File: src/rtl/fetch_sequencer_if.sv
// Bus between the fetch sequencer, the shared memory port and the decoder.
// master = sequencer side, slave = memory/decoder side.
interface fetch_sequencer_if #(
  parameter int ADDR_W = 8
);
  logic              mem_req;
  logic              mem_we;
  logic [ADDR_W-1:0] mem_addr;
  logic              mem_ready;
  logic [7:0]        mem_rdata;
  logic              is_mem_op;
  logic              mem_rw;
  logic [ADDR_W-1:0] data_addr;
  logic [7:0]        instr;
  logic              instr_valid;
  logic              load_valid;
  logic [ADDR_W-1:0] pc;

  modport master (
    output mem_req, mem_we, mem_addr, instr, instr_valid, load_valid, pc,
    input  mem_ready, mem_rdata, is_mem_op, mem_rw, data_addr
  );

  modport slave (
    input  mem_req, mem_we, mem_addr, instr, instr_valid, load_valid, pc,
    output mem_ready, mem_rdata, is_mem_op, mem_rw, data_addr
  );
endinterface

File: src/rtl/fetch_sequencer.sv
// Instruction fetch/sequencing stage: owns the PC, fetches one byte per step
// and runs LD/ST data accesses on the same memory port before advancing.
module fetch_sequencer #(
  parameter int              ADDR_W   = 8,
  parameter logic [ADDR_W-1:0] RESET_PC = '0
) (
  input  logic               clk,
  input  logic               reset,
  fetch_sequencer_if.master  bus
);

  typedef enum logic [1:0] {FETCH, EXEC, MEM} state_t;

  state_t            state_q;
  state_t            state_d;
  logic              run_q;
  logic [ADDR_W-1:0] pc_q;
  logic [7:0]        instr_q;
  logic [ADDR_W-1:0] data_addr_q;
  logic              we_q;

  // run_q holds off the first request until one edge after reset releases.
  always_ff @(posedge clk or posedge reset) begin
    if (reset) begin
      state_q <= FETCH;
      run_q   <= 1'b0;
    end else begin
      state_q <= state_d;
      run_q   <= 1'b1;
    end
  end

  always_comb begin
    state_d = state_q;
    case (state_q)
      FETCH:   if (run_q && bus.mem_ready) state_d = EXEC;
      EXEC:    state_d = bus.is_mem_op ? MEM : FETCH;
      MEM:     if (bus.mem_ready) state_d = FETCH;
      default: state_d = FETCH;
    endcase
  end

  // Data access address/direction are frozen at EXEC exit so the decoder may move on.
  always_ff @(posedge clk or posedge reset) begin
    if (reset) begin
      pc_q        <= RESET_PC;
      instr_q     <= 8'h00;
      data_addr_q <= RESET_PC;
      we_q        <= 1'b0;
    end else begin
      case (state_q)
        FETCH: begin
          if (run_q && bus.mem_ready) instr_q <= bus.mem_rdata;
        end
        EXEC: begin
          if (bus.is_mem_op) begin
            data_addr_q <= bus.data_addr;
            we_q        <= bus.mem_rw;
          end else begin
            pc_q <= pc_q + ADDR_W'(1);
          end
        end
        MEM: begin
          if (bus.mem_ready) pc_q <= pc_q + ADDR_W'(1);
        end
        default: ;
      endcase
    end
  end

  always_comb begin
    bus.mem_req     = run_q && (state_q != EXEC);
    bus.mem_we      = (state_q == MEM) && we_q;
    bus.mem_addr    = (state_q == MEM) ? data_addr_q : pc_q;
    bus.instr_valid = (state_q == EXEC);
    bus.load_valid  = (state_q == MEM) && !we_q && bus.mem_ready;
    bus.instr       = instr_q;
    bus.pc          = pc_q;
  end

endmodule

File: src/flat_wrapper.sv
// flat-port wrapper written by rule: the top's interface ports become plain ports
module fetch_sequencer_flat 
#(
  parameter int              ADDR_W   = 8,
  parameter logic [ADDR_W-1:0] RESET_PC = '0
)
  (clk, reset, bus_mem_req, bus_mem_we, bus_mem_addr, bus_instr, bus_instr_valid, bus_load_valid, bus_pc, bus_mem_ready, bus_mem_rdata, bus_is_mem_op, bus_mem_rw, bus_data_addr);
  fetch_sequencer_if #(.ADDR_W(ADDR_W)) bus_i ();
  input  logic clk;
  input  logic reset;
  output wire logic [$bits(bus_i.mem_req)-1:0] bus_mem_req;
  output wire logic [$bits(bus_i.mem_we)-1:0] bus_mem_we;
  output wire logic [$bits(bus_i.mem_addr)-1:0] bus_mem_addr;
  output wire logic [$bits(bus_i.instr)-1:0] bus_instr;
  output wire logic [$bits(bus_i.instr_valid)-1:0] bus_instr_valid;
  output wire logic [$bits(bus_i.load_valid)-1:0] bus_load_valid;
  output wire logic [$bits(bus_i.pc)-1:0] bus_pc;
  input wire logic [$bits(bus_i.mem_ready)-1:0] bus_mem_ready;
  input wire logic [$bits(bus_i.mem_rdata)-1:0] bus_mem_rdata;
  input wire logic [$bits(bus_i.is_mem_op)-1:0] bus_is_mem_op;
  input wire logic [$bits(bus_i.mem_rw)-1:0] bus_mem_rw;
  input wire logic [$bits(bus_i.data_addr)-1:0] bus_data_addr;
  assign bus_mem_req = bus_i.mem_req;
  assign bus_mem_we = bus_i.mem_we;
  assign bus_mem_addr = bus_i.mem_addr;
  assign bus_instr = bus_i.instr;
  assign bus_instr_valid = bus_i.instr_valid;
  assign bus_load_valid = bus_i.load_valid;
  assign bus_pc = bus_i.pc;
  assign bus_i.mem_ready = bus_mem_ready;
  assign bus_i.mem_rdata = bus_mem_rdata;
  assign bus_i.is_mem_op = bus_is_mem_op;
  assign bus_i.mem_rw = bus_mem_rw;
  assign bus_i.data_addr = bus_data_addr;
  fetch_sequencer #(.ADDR_W(ADDR_W), .RESET_PC(RESET_PC)) u_core (.clk(clk), .reset(reset), .bus(bus_i));
endmodule
File: config.mk
export PLATFORM = sky130hd
export DESIGN_NAME = fetch_sequencer_flat
export DESIGN_NICKNAME = d
export VERILOG_FILES = /design/src/rtl/fetch_sequencer_if.sv /design/src/rtl/fetch_sequencer.sv /design/src/flat_wrapper.sv
export SDC_FILE = /design/constraint.sdc
export NUM_CORES = 1
export LEC_CHECK = 0
export ABC_CLOCK_PERIOD_IN_PS = 1800
export BUFFER_PORTS_ARGS = -buffer_cell sky130_fd_sc_hd__buf_2
export CAP_MARGIN = 15
export CORE_AREA = 3 3 56 58
export CTS_CLUSTER_SIZE = 30
export DETAILED_ROUTE_END_ITERATION = 7
export DIE_AREA = 0 0 59 61
export PLACE_DENSITY = 0.85
export SETUP_SLACK_MARGIN = 0.1
export SLEW_MARGIN = 15
export SYNTH_ARGS = -nofsm -noshare
export SYNTH_HDL_FRONTEND = slang
export SYNTH_SLANG_ARGS = --single-unit
File: constraint.sdc
create_clock -name clk -period 1.8 [get_ports clk]
set_input_delay 0.09 -clock clk [delete_from_list [all_inputs] [get_ports clk]]
set_output_delay 0.09 -clock clk [all_outputs]
set_load 0.05 [all_outputs]
Word level (Yosys, flattened, before mapping)

Index checks and enable logic that the tools add are counted.

Flip-flop bits (word level): 28
Output and inout bits: 28
Logic and storage cells: 33

Add/sub/neg operators: 1
Equal/unequal tests: 6
Muxes and demuxes: 8
Reduce and logical (&&, ||, !) cells: 12

Operators by type and width:

| cell                                                  | count |
|---|---|
| two-way mux 8 bit                                     | 3 |
| case mux 8 bit (2 select lines)                       | 1 |
| adder 8 x 1 -> 8 bit, second input constant           | 1 |
| two-way mux 2 bit                                     | 3 |
| case mux 2 bit (3 select lines)                       | 1 |
| AND reduction 2 bit                                   | 3 |
| logical AND 1 bit                                     | 5 |
| inequality test 2 x 1 -> 1 bit, second input constant | 2 |
| inequality test 2 bit, second input constant          | 2 |
| AND reduction 3 bit                                   | 1 |
| equality test 2 x 1 -> 1 bit, second input constant   | 1 |
| equality test 2 bit, second input constant            | 1 |
| logical NOT 2 bit                                     | 1 |
| nonzero test 2 bit                                    | 1 |
| logical NOT 1 bit                                     | 1 |

Logic depth before layout (Yosys ltp)

Word-level depth: 3
Gate-level depth with buffers: 4
Mapped depth without buffers: 4

Worst setup path before layout

OpenSTA, ideal clock, no wires.

Path kind: flip-flop to output port
Start point: register u_core.state_q[1]
End point: output port bus_mem_req
Data arrival time: 1454 ps
Path slack: 256 ps
Cell stages (with the launch flop): 3
Cell sequence: dfrtp_1 and2b_2 nor2b_1

Cells in the longest elaborated chain, start to end: 2

RTL lines:

| what                           | RTL line              | source |
|---|---|---|
| start, declared                | fetch_sequencer.sv:14 | `state_t state_q;` |
| start signal, assigned         | fetch_sequencer.sv:28 | `state_q <= state_d;` |
| inequality test 2 x 1 -> 1 bit | fetch_sequencer.sv:72 | `bus.mem_req = run_q && (state_q != EXEC);` |
| logical AND 1 bit              | fetch_sequencer.sv:72 |  |
| end, declared                  | flat_wrapper.sv:11    | `output wire logic [$bits(bus_i.mem_req)-1:0] bus_mem_req;` |

Every way passes these cells.

Final worst setup path

Start point: register u_core.state_q[1]
End point: register u_core.pc_q[1] (netlist: u_core.bus.pc[1])

Cells in the longest elaborated chain, start to end: 3
Elaborated cells between the ends (all ways): 7
Those cells by class: eq/ne (4); mux (1); reduce/logical (2)

RTL lines:

| what                                                                                | RTL line              | source |
|---|---|---|
| equality test 2 bit / equality test 2 x 1 -> 1 bit (equally long branches)          | fetch_sequencer.sv:51 | `case (state_q)` |
| inequality test 2 bit (no source line) / nonzero test 2 bit (equally long branches) | n/a                   |  |
| AND reduction 3 bit (no source line)                                                | n/a                   |  |
| end signal, assigned                                                                | fetch_sequencer.sv:60 | `pc_q <= pc_q + ADDR_W'(1);` |
| end signal, assigned                                                                | fetch_sequencer.sv:64 | `if (bus.mem_ready) pc_q <= pc_q + ADDR_W'(1);` |
| end, declared                                                                       | fetch_sequencer.sv:17 | `logic [ADDR_W-1:0] pc_q;` |

Parallel ways exist; a longest one is shown, timed or not.
A chain may end at the register's enable or synchronous reset.

==> results.yml <==
yosys:
  synth_enable_flop_cells: 0
  muxShareOfSynthArea_pct: 23.2
  synth_cells: 92
  yosysTopAreaCell: "dfrtp_1"
  synth_xor_area_share_pct: 4.86
  syn_nets: 114
  synth_flop_cell: "dfrtp_1"
  async_flop_share_pct: 100
  mappedNetlistArea_mm2: 0.00126
  synth.most_common_cell: "dfrtp_1"
  synth.avg_cell_area_um2: 13.7
  synth_top_family_by_area: "multiplexers"
  synth_commonest_cells: "28 x dfrtp_1, 24 x mux2_2, 7 x xor2_1"
  synth_cell_type_count: 23
  synth-seq-cells: 28
  synth_compound_area_share_pct: 4.56
  synth_top_area_share_pct: 55.5
  yosysWarnings: 0
  synthSimpleGateAreaFrac_pct: 8.03
  synth_fa_ha_area_share_pct: 0.991
  ys_seq_area_share_pct: 55.5
  synth.area.top_cells: "dfrtp_1 56%, mux2_2 21%, xor2_1 4.9%, a211oi_2 3.0%, mux2_1 1.8%"
run_status:
  outcome: "finished, final reports clean"
critical_path:
  cpPeakStageDelay_ns: 0.55
  path_class: "register to register"
  crit_fanout: 7
  end_kind: "register"
  cp_data_required_time_ns: 2.03
  slowest_stage: "or3b_1"
  critical_path_arrival_ns: 1.87
  cp-start-kind: "register"
  path_cells: "or3b_1 -> nand2_1 -> mux2_1"
route:
  dr.pass1.iters: 4
  drc_errors: 0
  wl_per_cell_um: 14.9
  drt_wl_total_um: 2890
  via_per_inst: 5.08
  vias: 981
  ant_nets: 0
  dr.first_iter.drc_count: 6
clock_network:
  cts_buffer_depth: 2
  clk_pin_slew_worst_paths_ns: 0.14
  root_buffer: "clkbuf_4"
  cts_tree: "built"
  clock_sinks: 28
  worstSkewPairLatency_ns: 0.32
  htree_levels: 1
  cts_buffers: 3
sta:
  min_period_ns: 1.64
  min_period_over_period_pct: 91.0
  finalHoldViolCount: 0
  finalSetupTns_ns: 0
  fmax_mhz: 610
  maxSlewViolCount: 0
  rsz0062_at_grt: "false"
  skew_ns: 0.00235
  setup_viol: 0
cells_and_area:
  drive_gt1_share_pct: 54.3
  area_growth_syn_to_layout_pct: 43.0
  n_antenna_cell: 0
  layout.nets: 185
global_route:
  grt_pass1_wl_um: 4570
  grt_pass1_vias: 995
  grt_max_degree: 29
  antenna_found_initial: 0
  grt.total_usage_pct: 17.3
  grt_overflow: 0
flow_run:
  maxCapViolations: 0
power:
  power.density_mw_per_mm2: 1350
  power.leakage_nw: 0.919
  totalPowerFinal_mw: 2.43
  vdd_drop_max_mv: 1.53
placed_design:
  gp_congestion: 0.706
  dp_hpwl_um: 1940
  io_buffer_count: 48
floorplanning:
  die_area_mm2: 0.00360
  coreArea_mm2: 0.00271
  die_x_um: 59
  die_h_um: 61
  start_util_pct: 46.6
  num_io_pins: 49
  fp-row-count: 19
hold_path:
  hold_class: "input port to register"
-- repair_timing --
action | 4_1_cts | 5_1_grt
setup buffers | 0 | 0
pin swaps | 0 | 0
gates resized for setup | 2 | 5
hold buffers | 18 | 1
endpoints found under the hold margin | 45 | 1
setup endpoints to repair | 8 | 9
gates cloned | 0 | 1
-- final cells by class --
type	instances	area [um^2]
multi-input combinational	59	559
tap	31	38.8
clock inverter	1	30.0
inverter	3	11.3
timing repair buffer	68	440
sequential	28	703
clock buffer	3	22.5
fill	228	905
-- path summary, 6_finish.rpt --
kind	cells past startpoint	to	slack, ns	startpoint
hold reg to reg	1	u_core.bus.pc[7]	0.50	u_core.bus.pc[7]
setup reg to reg	3	u_core.bus.pc[1]	0.16	u_core.state_q[1]
max in group asynchronous	4	u_core.state_q[1]	1.17	reset
hold / removal	3	u_core.state_q[1]	0.17	bus_is_mem_op
min in group asynchronous	4	u_core.bus.instr[1]	0.36	reset
setup / recovery	3	u_core.bus.pc[1]	0.16	u_core.state_q[1]
-- where the power goes --
| part | total [mW] | internal [mW] | switching (mW) |
|---|---|---|---|
| clock network | 0.404 | 0.225 | 0.178 |
| logic | 1.09 | 0.327 | 0.760 |
| registers | 0.939 | 0.784 | 0.155 |
-- cell usage in the layout (no fill, tap or decap) --
cell type	n
nand3b_4	1
nand2_1	2
nor2_1	2
xor2_1	7
clkbuf_4	4
and2b_2	1
bufinv_16	1
dfrtp_1	26
nand2b_4	2
buf_4	1
dlygate4sd3_1	19
or3b_1	1
buf_2	47
nand2_2	1
ha_1	1
and4bb_2	1
nor2b_1	1
a211oi_2	3
a21oi_1	3
o21ai_0	1
mux2_1	2
nand4_1	1
inv_1	3
mux2_2	24
nand3_1	4
dfrtp_2	2
conb_1	1
-- per-stage QoR --
| stage | instances | instance area, um^2 | util [%] | setup slack (ns) | hold slack [ns] |
|---|---|---|---|---|---|
| 6_report | 193 | 1810 | 66.6 | 0.162 | 0.174 |
| 5_1_grt | 193 | 1810 | 66.6 | 0.113 | 0.201 |
| 4_1_cts | 191 | 1770 | 65.2 | 0.161 | 0.00197 |
| 3_5_place_dp | 169 | 1530 | 56.4 | 0.269 | 0.181 |
| 3_3_place_gp | 169 | 1530 | 56.4 | 0.315 | 0.157 |
| 2_1_floorplan | 92 | 1260 | - | 0.256 | 0.155 |
-- worst max-delay path: cells and delay by family, from the launching register on --
family           cells  cell delay (ns)
flip-flops           1             0.51
multiplexers         1             0.33
AND/OR/NAND/NOR      2             0.71
-- flip-flops by register name, indices dropped and copies added (netlist names) --
signal	count
u_core.bus.instr	8
u_core.bus.pc	8
u_core.data_addr_q	8
u_core.run_q	1
u_core.state_q	2
u_core.we_q	1
-- per-layer routing --
layer  wire length (um)  vias to the layer above  GRT usage, %
li1                   -                      457             -
met1               1070                      480          20.2
met2               1570                       42          30.8
met3                223                        2          5.53
met4                 22                        0          4.21
met5                  0                        -             0
-- cells by family (layout without fill, tap and decap cells) --
| kind of cell | Yosys count | after routing |
|---|---|---|
| flops | 28 | 28 |
| mux | 26 | 26 |
| simple gates | 16 | 17 |
| compound gates | 7 | 7 |
| xor+xnor | 7 | 7 |
| buf+inv | 6 | 75 |
| fa+ha+maj | 1 | 1 |
| other cells | 1 | 1 |
No activity file was read; power rests on OpenSTA's default activity.
